$ cat config.mk
export PLATFORM = sky130hd
export DESIGN_NAME = decode_stage_pipe
export DESIGN_NICKNAME = d
export VERILOG_FILES = /design/src/rtl/decode_pkg.sv /design/src/rtl/decode_regfile.sv /design/src/rtl/decode_stage_pipe.sv
export SDC_FILE = /design/constraint.sdc
export NUM_CORES = 2
export LEC_CHECK = 0
export CAP_MARGIN = 30
export CORE_UTILIZATION = 61
export DETAILED_ROUTE_END_ITERATION = 10
export GPL_ROUTABILITY_DRIVEN = 0
export PLACE_DENSITY = 0.8
export RECOVER_POWER = 50
export SKIP_CTS_REPAIR_TIMING = 1
export SYNTH_ARGS = -nofsm -noshare
export SYNTH_HDL_FRONTEND = slang
export SYNTH_SLANG_ARGS = --single-unit
$ cat constraint.sdc
create_clock -name i_clk -period 50.6 [get_ports i_clk]
set_clock_uncertainty 0.1 [all_clocks]
set_input_delay 7.59 -clock i_clk [delete_from_list [all_inputs] [get_ports i_clk]]
set_output_delay 7.59 -clock i_clk [all_outputs]
set_load 0.01 [all_outputs]
$ cat src/rtl/decode_pkg.sv
// decode_pkg: opcode constants, immediate format enum, decoded control bundle, decode helpers.
// Latency: none (types and pure functions only).
// Backpressure: not applicable.
// Ports: none (package).
package decode_pkg;

  localparam logic [6:0] OP_IMM    = 7'b0010011;
  localparam logic [6:0] OP_LOAD   = 7'b0000011;
  localparam logic [6:0] OP_JALR   = 7'b1100111;
  localparam logic [6:0] OP_SYSTEM = 7'b1110011;
  localparam logic [6:0] OP_STORE  = 7'b0100011;
  localparam logic [6:0] OP_BRANCH = 7'b1100011;
  localparam logic [6:0] OP_LUI    = 7'b0110111;
  localparam logic [6:0] OP_AUIPC  = 7'b0010111;
  localparam logic [6:0] OP_JAL    = 7'b1101111;
  localparam logic [6:0] OP_REG    = 7'b0110011;

  typedef enum logic [2:0] {
    FMT_I,
    FMT_S,
    FMT_B,
    FMT_U,
    FMT_J,
    FMT_R,
    FMT_NONE
  } imm_fmt_e;

  // XLEN-independent part of the ID/EX bundle; the XLEN-wide operands,
  // immediate and pc are wrapped around this in the stage itself.
  typedef struct packed {
    logic [6:0] opcode;
    logic [2:0] fn3;
    logic [6:0] fn7;
    logic [4:0] rs1;
    logic [4:0] rs2;
    logic [4:0] rd;
    logic       alu_source;
    logic       illegal;
  } decoded_t;

  function automatic imm_fmt_e imm_fmt(input logic [6:0] opcode);
    imm_fmt_e fmt;
    case (opcode)
      OP_IMM, OP_LOAD, OP_JALR, OP_SYSTEM: fmt = FMT_I;
      OP_STORE:                            fmt = FMT_S;
      OP_BRANCH:                           fmt = FMT_B;
      OP_LUI, OP_AUIPC:                    fmt = FMT_U;
      OP_JAL:                              fmt = FMT_J;
      OP_REG:                              fmt = FMT_R;
      default:                             fmt = FMT_NONE;
    endcase
    return fmt;
  endfunction

  // 32-bit immediate; instr[31] is the sign bit for every format.
  function automatic logic [31:0] gen_imm(input logic [31:0] instr, input imm_fmt_e fmt);
    logic [31:0] imm;
    case (fmt)
      FMT_I:   imm = {{21{instr[31]}}, instr[30:20]};
      FMT_S:   imm = {{21{instr[31]}}, instr[30:25], instr[11:7]};
      FMT_B:   imm = {{20{instr[31]}}, instr[7], instr[30:25], instr[11:8], 1'b0};
      FMT_U:   imm = {instr[31:12], 12'b0};
      FMT_J:   imm = {{12{instr[31]}}, instr[19:12], instr[20], instr[30:21], 1'b0};
      default: imm = '0;
    endcase
    return imm;
  endfunction

  function automatic logic uses_rs1(input imm_fmt_e fmt);
    return (fmt == FMT_I) || (fmt == FMT_S) || (fmt == FMT_B) || (fmt == FMT_R);
  endfunction

  function automatic logic uses_rs2(input imm_fmt_e fmt);
    return (fmt == FMT_S) || (fmt == FMT_B) || (fmt == FMT_R);
  endfunction

  function automatic logic writes_rd(input imm_fmt_e fmt);
    return (fmt == FMT_I) || (fmt == FMT_U) || (fmt == FMT_J) || (fmt == FMT_R);
  endfunction

  function automatic logic uses_imm(input imm_fmt_e fmt);
    return (fmt == FMT_I) || (fmt == FMT_S) || (fmt == FMT_U) || (fmt == FMT_J);
  endfunction

endpackage

$ cat src/rtl/decode_regfile.sv
// decode_regfile: NREG x XLEN register file, 2 combinational read ports, 1 write port.
// Latency: reads combinational; a write is visible from the cycle after its posedge.
// Backpressure: none; writes to x0 or to an index >= NREG are dropped.
// Optional: DECODE_WB_BYPASS_EN returns a same-cycle qualifying write on a matching read port.
// Ports: i_clk, i_reset (async, active-high, clears all entries); i_wb_en/i_wb_rd/i_wb_value write;
//        i_rs1/i_rs2 read indices; o_rs1_value/o_rs2_value read data (0 for x0 or out-of-range).
module decode_regfile
  import decode_pkg::*;
#(
  parameter int XLEN = 32,
  parameter int NREG = 32
) (
  input  logic            i_clk,
  input  logic            i_reset,
  input  logic            i_wb_en,
  input  logic [4:0]      i_wb_rd,
  input  logic [XLEN-1:0] i_wb_value,
  input  logic [4:0]      i_rs1,
  input  logic [4:0]      i_rs2,
  output logic [XLEN-1:0] o_rs1_value,
  output logic [XLEN-1:0] o_rs2_value
);

  localparam int         IW     = (NREG > 1) ? $clog2(NREG) : 1;
  localparam logic [5:0] NREG_L = 6'(NREG);

  logic [XLEN-1:0] r_regs [NREG];
  logic            w_wr_en;

  assign w_wr_en = i_wb_en && (i_wb_rd != 5'd0) && ({1'b0, i_wb_rd} < NREG_L);

  always_ff @(posedge i_clk or posedge i_reset) begin
    if (i_reset) begin
      for (int i = 0; i < NREG; i++) begin
        r_regs[i] <= '0;
      end
    end else if (w_wr_en) begin
      r_regs[i_wb_rd[IW-1:0]] <= i_wb_value;
    end
  end

  always_comb begin
    o_rs1_value = '0;
    o_rs2_value = '0;
    if ((i_rs1 != 5'd0) && ({1'b0, i_rs1} < NREG_L)) begin
      o_rs1_value = r_regs[i_rs1[IW-1:0]];
    end
    if ((i_rs2 != 5'd0) && ({1'b0, i_rs2} < NREG_L)) begin
      o_rs2_value = r_regs[i_rs2[IW-1:0]];
    end
`ifdef DECODE_WB_BYPASS_EN
    // w_wr_en already excludes x0 and out-of-range indices, so those still read 0.
    if (w_wr_en && (i_rs1 == i_wb_rd)) begin
      o_rs1_value = i_wb_value;
    end
    if (w_wr_en && (i_rs2 == i_wb_rd)) begin
      o_rs2_value = i_wb_value;
    end
`else
    // Without the bypass a same-cycle write is seen from the next cycle.
`endif
  end

endmodule

$ cat src/rtl/decode_stage_pipe.sv
// decode_stage_pipe: RV32I decode stage with register read, immediate generation and ID/EX register.
// Latency: 1 cycle from accepted handshake to o_out_valid; 1 instruction/cycle with i_out_ready high.
// Backpressure: o_in_ready low in reset, on a load-use hazard, or while a held bundle is not consumed.
// Optional: DECODE_WB_BYPASS_EN (in decode_regfile) forwards a same-cycle writeback to the reads.
// Ports: i_in_valid/o_in_ready/i_instruction/i_pc from fetch; i_flush kills held and incoming;
//        i_wb_* register writeback; o_out_valid/i_out_ready and o_out_* decoded bundle to execute.
module decode_stage_pipe
  import decode_pkg::*;
#(
  parameter int XLEN = 32,
  parameter int NREG = 32
) (
  input  logic            i_clk,
  input  logic            i_reset,
  input  logic            i_in_valid,
  output logic            o_in_ready,
  input  logic [31:0]     i_instruction,
  input  logic [XLEN-1:0] i_pc,
  input  logic            i_flush,
  input  logic            i_wb_en,
  input  logic [4:0]      i_wb_rd,
  input  logic [XLEN-1:0] i_wb_value,
  output logic            o_out_valid,
  input  logic            i_out_ready,
  output logic [6:0]      o_out_opcode,
  output logic [2:0]      o_out_fn3,
  output logic [6:0]      o_out_fn7,
  output logic [4:0]      o_out_rs1,
  output logic [4:0]      o_out_rs2,
  output logic [4:0]      o_out_rd,
  output logic [XLEN-1:0] o_out_rs1_value,
  output logic [XLEN-1:0] o_out_rs2_value,
  output logic [XLEN-1:0] o_out_imm,
  output logic [XLEN-1:0] o_out_pc,
  output logic            o_out_alu_source,
  output logic            o_out_illegal
);

  typedef struct packed {
    decoded_t        ctrl;
    logic [XLEN-1:0] rs1_value;
    logic [XLEN-1:0] rs2_value;
    logic [XLEN-1:0] imm;
    logic [XLEN-1:0] pc;
  } idex_t;

  localparam logic [5:0] NREG_L = 6'(NREG);

  logic            r_valid;
  idex_t           r_idex;
  idex_t           w_next;
  imm_fmt_e        w_fmt;
  logic [31:0]     w_imm32;
  logic [XLEN-1:0] w_rs1_value;
  logic [XLEN-1:0] w_rs2_value;
  logic            w_idx_bad;
  logic            w_hazard;
  logic            w_accept;

  decode_regfile #(
    .XLEN (XLEN),
    .NREG (NREG)
  ) u_regfile (
    .i_clk       (i_clk),
    .i_reset     (i_reset),
    .i_wb_en     (i_wb_en),
    .i_wb_rd     (i_wb_rd),
    .i_wb_value  (i_wb_value),
    .i_rs1       (i_instruction[19:15]),
    .i_rs2       (i_instruction[24:20]),
    .o_rs1_value (w_rs1_value),
    .o_rs2_value (w_rs2_value)
  );

  always_comb begin
    w_fmt   = imm_fmt(i_instruction[6:0]);
    w_imm32 = gen_imm(i_instruction, w_fmt);

    // Only indices the format actually uses can make the instruction illegal.
    w_idx_bad = (uses_rs1(w_fmt)  && ({1'b0, i_instruction[19:15]} >= NREG_L)) ||
                (uses_rs2(w_fmt)  && ({1'b0, i_instruction[24:20]} >= NREG_L)) ||
                (writes_rd(w_fmt) && ({1'b0, i_instruction[11:7]}  >= NREG_L));

    w_next.ctrl.opcode     = i_instruction[6:0];
    w_next.ctrl.fn3        = i_instruction[14:12];
    w_next.ctrl.fn7        = i_instruction[31:25];
    w_next.ctrl.rs1        = i_instruction[19:15];
    w_next.ctrl.rs2        = i_instruction[24:20];
    w_next.ctrl.rd         = i_instruction[11:7];
    w_next.ctrl.alu_source = uses_imm(w_fmt);
    w_next.ctrl.illegal    = (w_fmt == FMT_NONE) || w_idx_bad;
    w_next.rs1_value       = w_rs1_value;
    w_next.rs2_value       = w_rs2_value;
    w_next.imm             = XLEN'(signed'(w_imm32));
    w_next.pc              = i_pc;
  end

  // A load still in ID/EX cannot forward its data yet, so a dependent
  // instruction waits one cycle; the load drains and leaves a bubble.
  assign w_hazard = r_valid && (r_idex.ctrl.opcode == OP_LOAD) && (r_idex.ctrl.rd != 5'd0) &&
                    ((uses_rs1(w_fmt) && (i_instruction[19:15] == r_idex.ctrl.rd)) ||
                     (uses_rs2(w_fmt) && (i_instruction[24:20] == r_idex.ctrl.rd)));

  assign o_in_ready = !i_reset && !w_hazard && (!r_valid || i_out_ready);
  assign w_accept   = i_in_valid && o_in_ready;

  // Flush overrides a handshake that fired in the same cycle: fetch still
  // sees it consumed, but the instruction is dropped here.
  always_ff @(posedge i_clk or posedge i_reset) begin
    if (i_reset) begin
      r_valid <= 1'b0;
      r_idex  <= '0;
    end else if (i_flush) begin
      r_valid <= 1'b0;
    end else if (w_accept) begin
      r_valid <= 1'b1;
      r_idex  <= w_next;
    end else if (i_out_ready) begin
      r_valid <= 1'b0;
    end
  end

  assign o_out_valid      = r_valid;
  assign o_out_opcode     = r_idex.ctrl.opcode;
  assign o_out_fn3        = r_idex.ctrl.fn3;
  assign o_out_fn7        = r_idex.ctrl.fn7;
  assign o_out_rs1        = r_idex.ctrl.rs1;
  assign o_out_rs2        = r_idex.ctrl.rs2;
  assign o_out_rd         = r_idex.ctrl.rd;
  assign o_out_rs1_value  = r_idex.rs1_value;
  assign o_out_rs2_value  = r_idex.rs2_value;
  assign o_out_imm        = r_idex.imm;
  assign o_out_pc         = r_idex.pc;
  assign o_out_alu_source = r_idex.ctrl.alu_source;
  assign o_out_illegal    = r_idex.ctrl.illegal;

endmodule

==> impl_metrics.py <==
metrics = {
    "cts": {
        "numCtsBuffers": 121,
        "root_buffer": "clkbuf_16",
        "clk_latency_ps": 730,
        "clock-sinks": 1182,
        "cts_max_level": 3,
        "clock_path_buffers": 3,
        "clkTransAtPathRegs_ps": 60,
        "cts_tree": "yes",
    },
    "grt": {
        "track_usage": 0.400,
        "grt.overflow.total": 0,
        "grt_max_degree": 182,
        "grt_pass1_wl_um": 288000,
        "grt_pass1_vias": 41800,
        "antenna_found_initial": 19,
    },
    "yosys": {
        "ys_seq_area_frac": 0.489,
        "yosys_warnings": 0,
        "syn_nets": 4251,
        "synth.avg_cell_area_um2": 14.6,
        "synthArstFlopShare": 1.00,
        "synth_common_cells": "1,182 x dfrtp_1, 1,060 x mux2_2, 396 x mux4_2",
        "synth_top_area_share": 0.489,
        "synth_edf_count": 0,
        "synth_top_cell_by_area": "dfrtp_1",
        "synth.most_common_cell": "dfrtp_1",
        "ys_ff_latch": 1182,
        "synth.distinct_cells": 57,
        "synthTopCellsByArea": "dfrtp_1 49%, mux2_2 20%, mux4_2 15%, mux2i_1 3.5%, clkbuf_1 1.5%",
        "synth_area_um2": 60400,
        "syn_inst": 4144,
        "ys.flop_type": "dfrtp_1",
    },
    "die": {
        "start_util": 0.615,
        "core_um2": 98300,
        "row_count": 115,
        "die-area_um2": 100000,
        "die_width_um": 317,
        "io_pins": 271,
        "die_y_um": 317,
    },
    "worst_setup_path": {
        "slowest_delay_ps": 6080,
        "cp_cell_sequence": "dlygate4sd3_1, clkinvlp_2, clkbuf_1, clkbuf_1",
        "required_ps": 49180,
        "cp_top_family": "buffers and inverters",
        "crit_type": "in2async",
        "cp-end-kind": "asynchronous set/reset pin",
        "critPathBufInv": 4,
        "path_max_fanout": 163,
        "crit_arrival_ps": 19490,
        "worst_path_most_repeated_cell": "clkbuf_1",
        "cp_slowest_cell": "clkbuf_1",
        "critPathLaunchType": "input port",
    },
    "sta": {
        "timing.hold.ws_ps": 279,
        "period_needed_ps": 20900,
        "finalSetupViolations": 0,
        "relSlewSlack": -4.69,
        "tns_ps": 0,
        "tightest_slew_ps": 8530,
        "rsz0062_at_grt": "false",
        "period_share": 0.413,
        "fmax_mhz": 47.8,
        "hold_viol_final": 0,
        "finalMaxSlewViolations": 1215,
    },
    "pwr": {
        "ir_drop_mv": 0.0320,
        "p_leak_nw": 29.8,
        "p_per_area_nw_per_um2": 40.2,
        "finalPower_mw": 2.75,
    },
    "routing": {
        "wl_um": 199000,
        "postRouteAntennaNets": 0,
        "firstDrtPassIters": 8,
        "drcViolationCount": 0,
        "routed-via-count": 41800,
        "drtIter0Drc": 5727,
        "wl_per_cell_um": 35.5,
        "drt-vias-per-instance": 7.44,
    },
    "worst_hold_path": {
        "hp-class": "reg2reg",
    },
    "cells_and_area": {
        "area_growth_pct": 13.0,
        "finalNetCount": 4331,
        "fillers": 6540,
        "ff_latch_area_um2": 29600,
        "multi_input_area_um2": 29000,
        "drive_gt1_frac": 0.429,
    },
    "flow_run": {
        "cap_violations": 45,
    },
    "outcome": {
        "status": "finished, violations left",
        "violations": "capacitance limit, slew limit",
    },
    "placed_design": {
        "portBuffers": 270,
        "hpwlAfterDp_um": 120000,
    },
}
-- sequential cells by signal, indices dropped and copies added, names as in the netlist --
signal	cells
u_regfile.r_regs	1019
o_out_imm	32
o_out_pc	32
o_out_rs1_value	32
o_out_rs2_value	32
o_out_fn7	7
o_out_opcode	7
o_out_rd	5
o_out_rs1	5
o_out_rs2	5
o_out_fn3	3
o_out_alu_source	1
o_out_illegal	1
o_out_valid	1
-- layout make-up --
| cell class | instances | share of cell area |
|---|---|---|
| clock buffer | 183 | 0.0539 |
| timing repair buffer | 404 | 0.0588 |
| tap | 1287 | 0.0236 |
| inverter | 11 | 0.000623 |
| multi-input combinational | 2504 | 0.424 |
| clock inverter | 36 | 0.00541 |
| antenna | 7 | 0.000257 |
| sequential | 1182 | 0.433 |
-- worst reg2reg max path, delay by kind of cell (launching register included) --
family | cells | cell delay, ps
compound gates | 1 | 120
buf+inv | 2 | 1160
simple gates | 3 | 860
mux | 1 | 480
flops | 1 | 480
-- per-stage QoR --
step | instance area [um^2] | cells | setup slack, ps | utilization
5_1_grt | 68300 | 5607 | 27300 | 0.695
3_3_place_gp | 64000 | 5364 | 32080 | 0.651
6_report | 68300 | 5614 | 29700 | 0.695
2_1_floorplan | 60400 | 4144 | 9110 | -
3_5_place_dp | 64200 | 5376 | 32180 | 0.653
4_1_cts | 68200 | 5595 | 32170 | 0.694
-- layout by cell type, fill, tap and decap left out, drive strengths merged, types with 23 or more instances in the layout --
cell type	instances
clkdlybuf4s50	98
a32o	29
mux2i	214
dfrtp	1182
a21oi	23
mux2	1120
clkinv	29
nor2b	23
clkbuf	211
dlygate4sd3	166
o22ai	69
mux4	396
buf	112
a22oi	110
nand3	51
nor2	38
a31oi	57
a221oi	41
nor4	24
nand2	90
-- layer usage --
metal  GRT usage  vias to the layer above  wire length [um]
li1            -                    16100                 -
met1       0.525                    21900             71900
met2       0.593                     2943             89100
met3       0.121                      783             24600
met4       0.236                       24             13400
met5           0                        -               150
-- worst paths after layout --
kind / to / cells past startpoint / slack (ps) / start
max: u_regfile.r_regs[850] / 4 / 29700 / i_reset
min: u_regfile.r_regs[996] / 0 / 280 / u_regfile.r_regs[996]
max reg2reg: o_out_imm[31] / 7 / 47300 / o_out_rd[1]
min reg2reg: u_regfile.r_regs[996] / 0 / 280 / u_regfile.r_regs[996]
max in group i_clk: o_in_ready / 5 / 30130 / i_reset
min in group asynchronous: o_out_fn7[1] / 2 / 8480 / i_reset
-- report_power, final --
group | leakage, nW | internal [mW] | switching, mW
clock network | 2.02 | 0.532 | 0.380
logic | 12.7 | 0.332 | 0.232
registers | 15.1 | 1.13 | 0.144
total | 29.8 | 1.99 | 0.756
-- kinds of logic after synthesis --
group | count (synthesis) | share of synthesized area
XOR/XNOR | 11 | 0.00159
multiplexers | 1730 | 0.395
AO/OA/AOI/OAI | 426 | 0.0518
flip-flops | 1182 | 0.489
buffers and inverters | 458 | 0.0327
AND/OR/NAND/NOR | 337 | 0.0290
No activity file was read; power rests on OpenSTA's default activity.
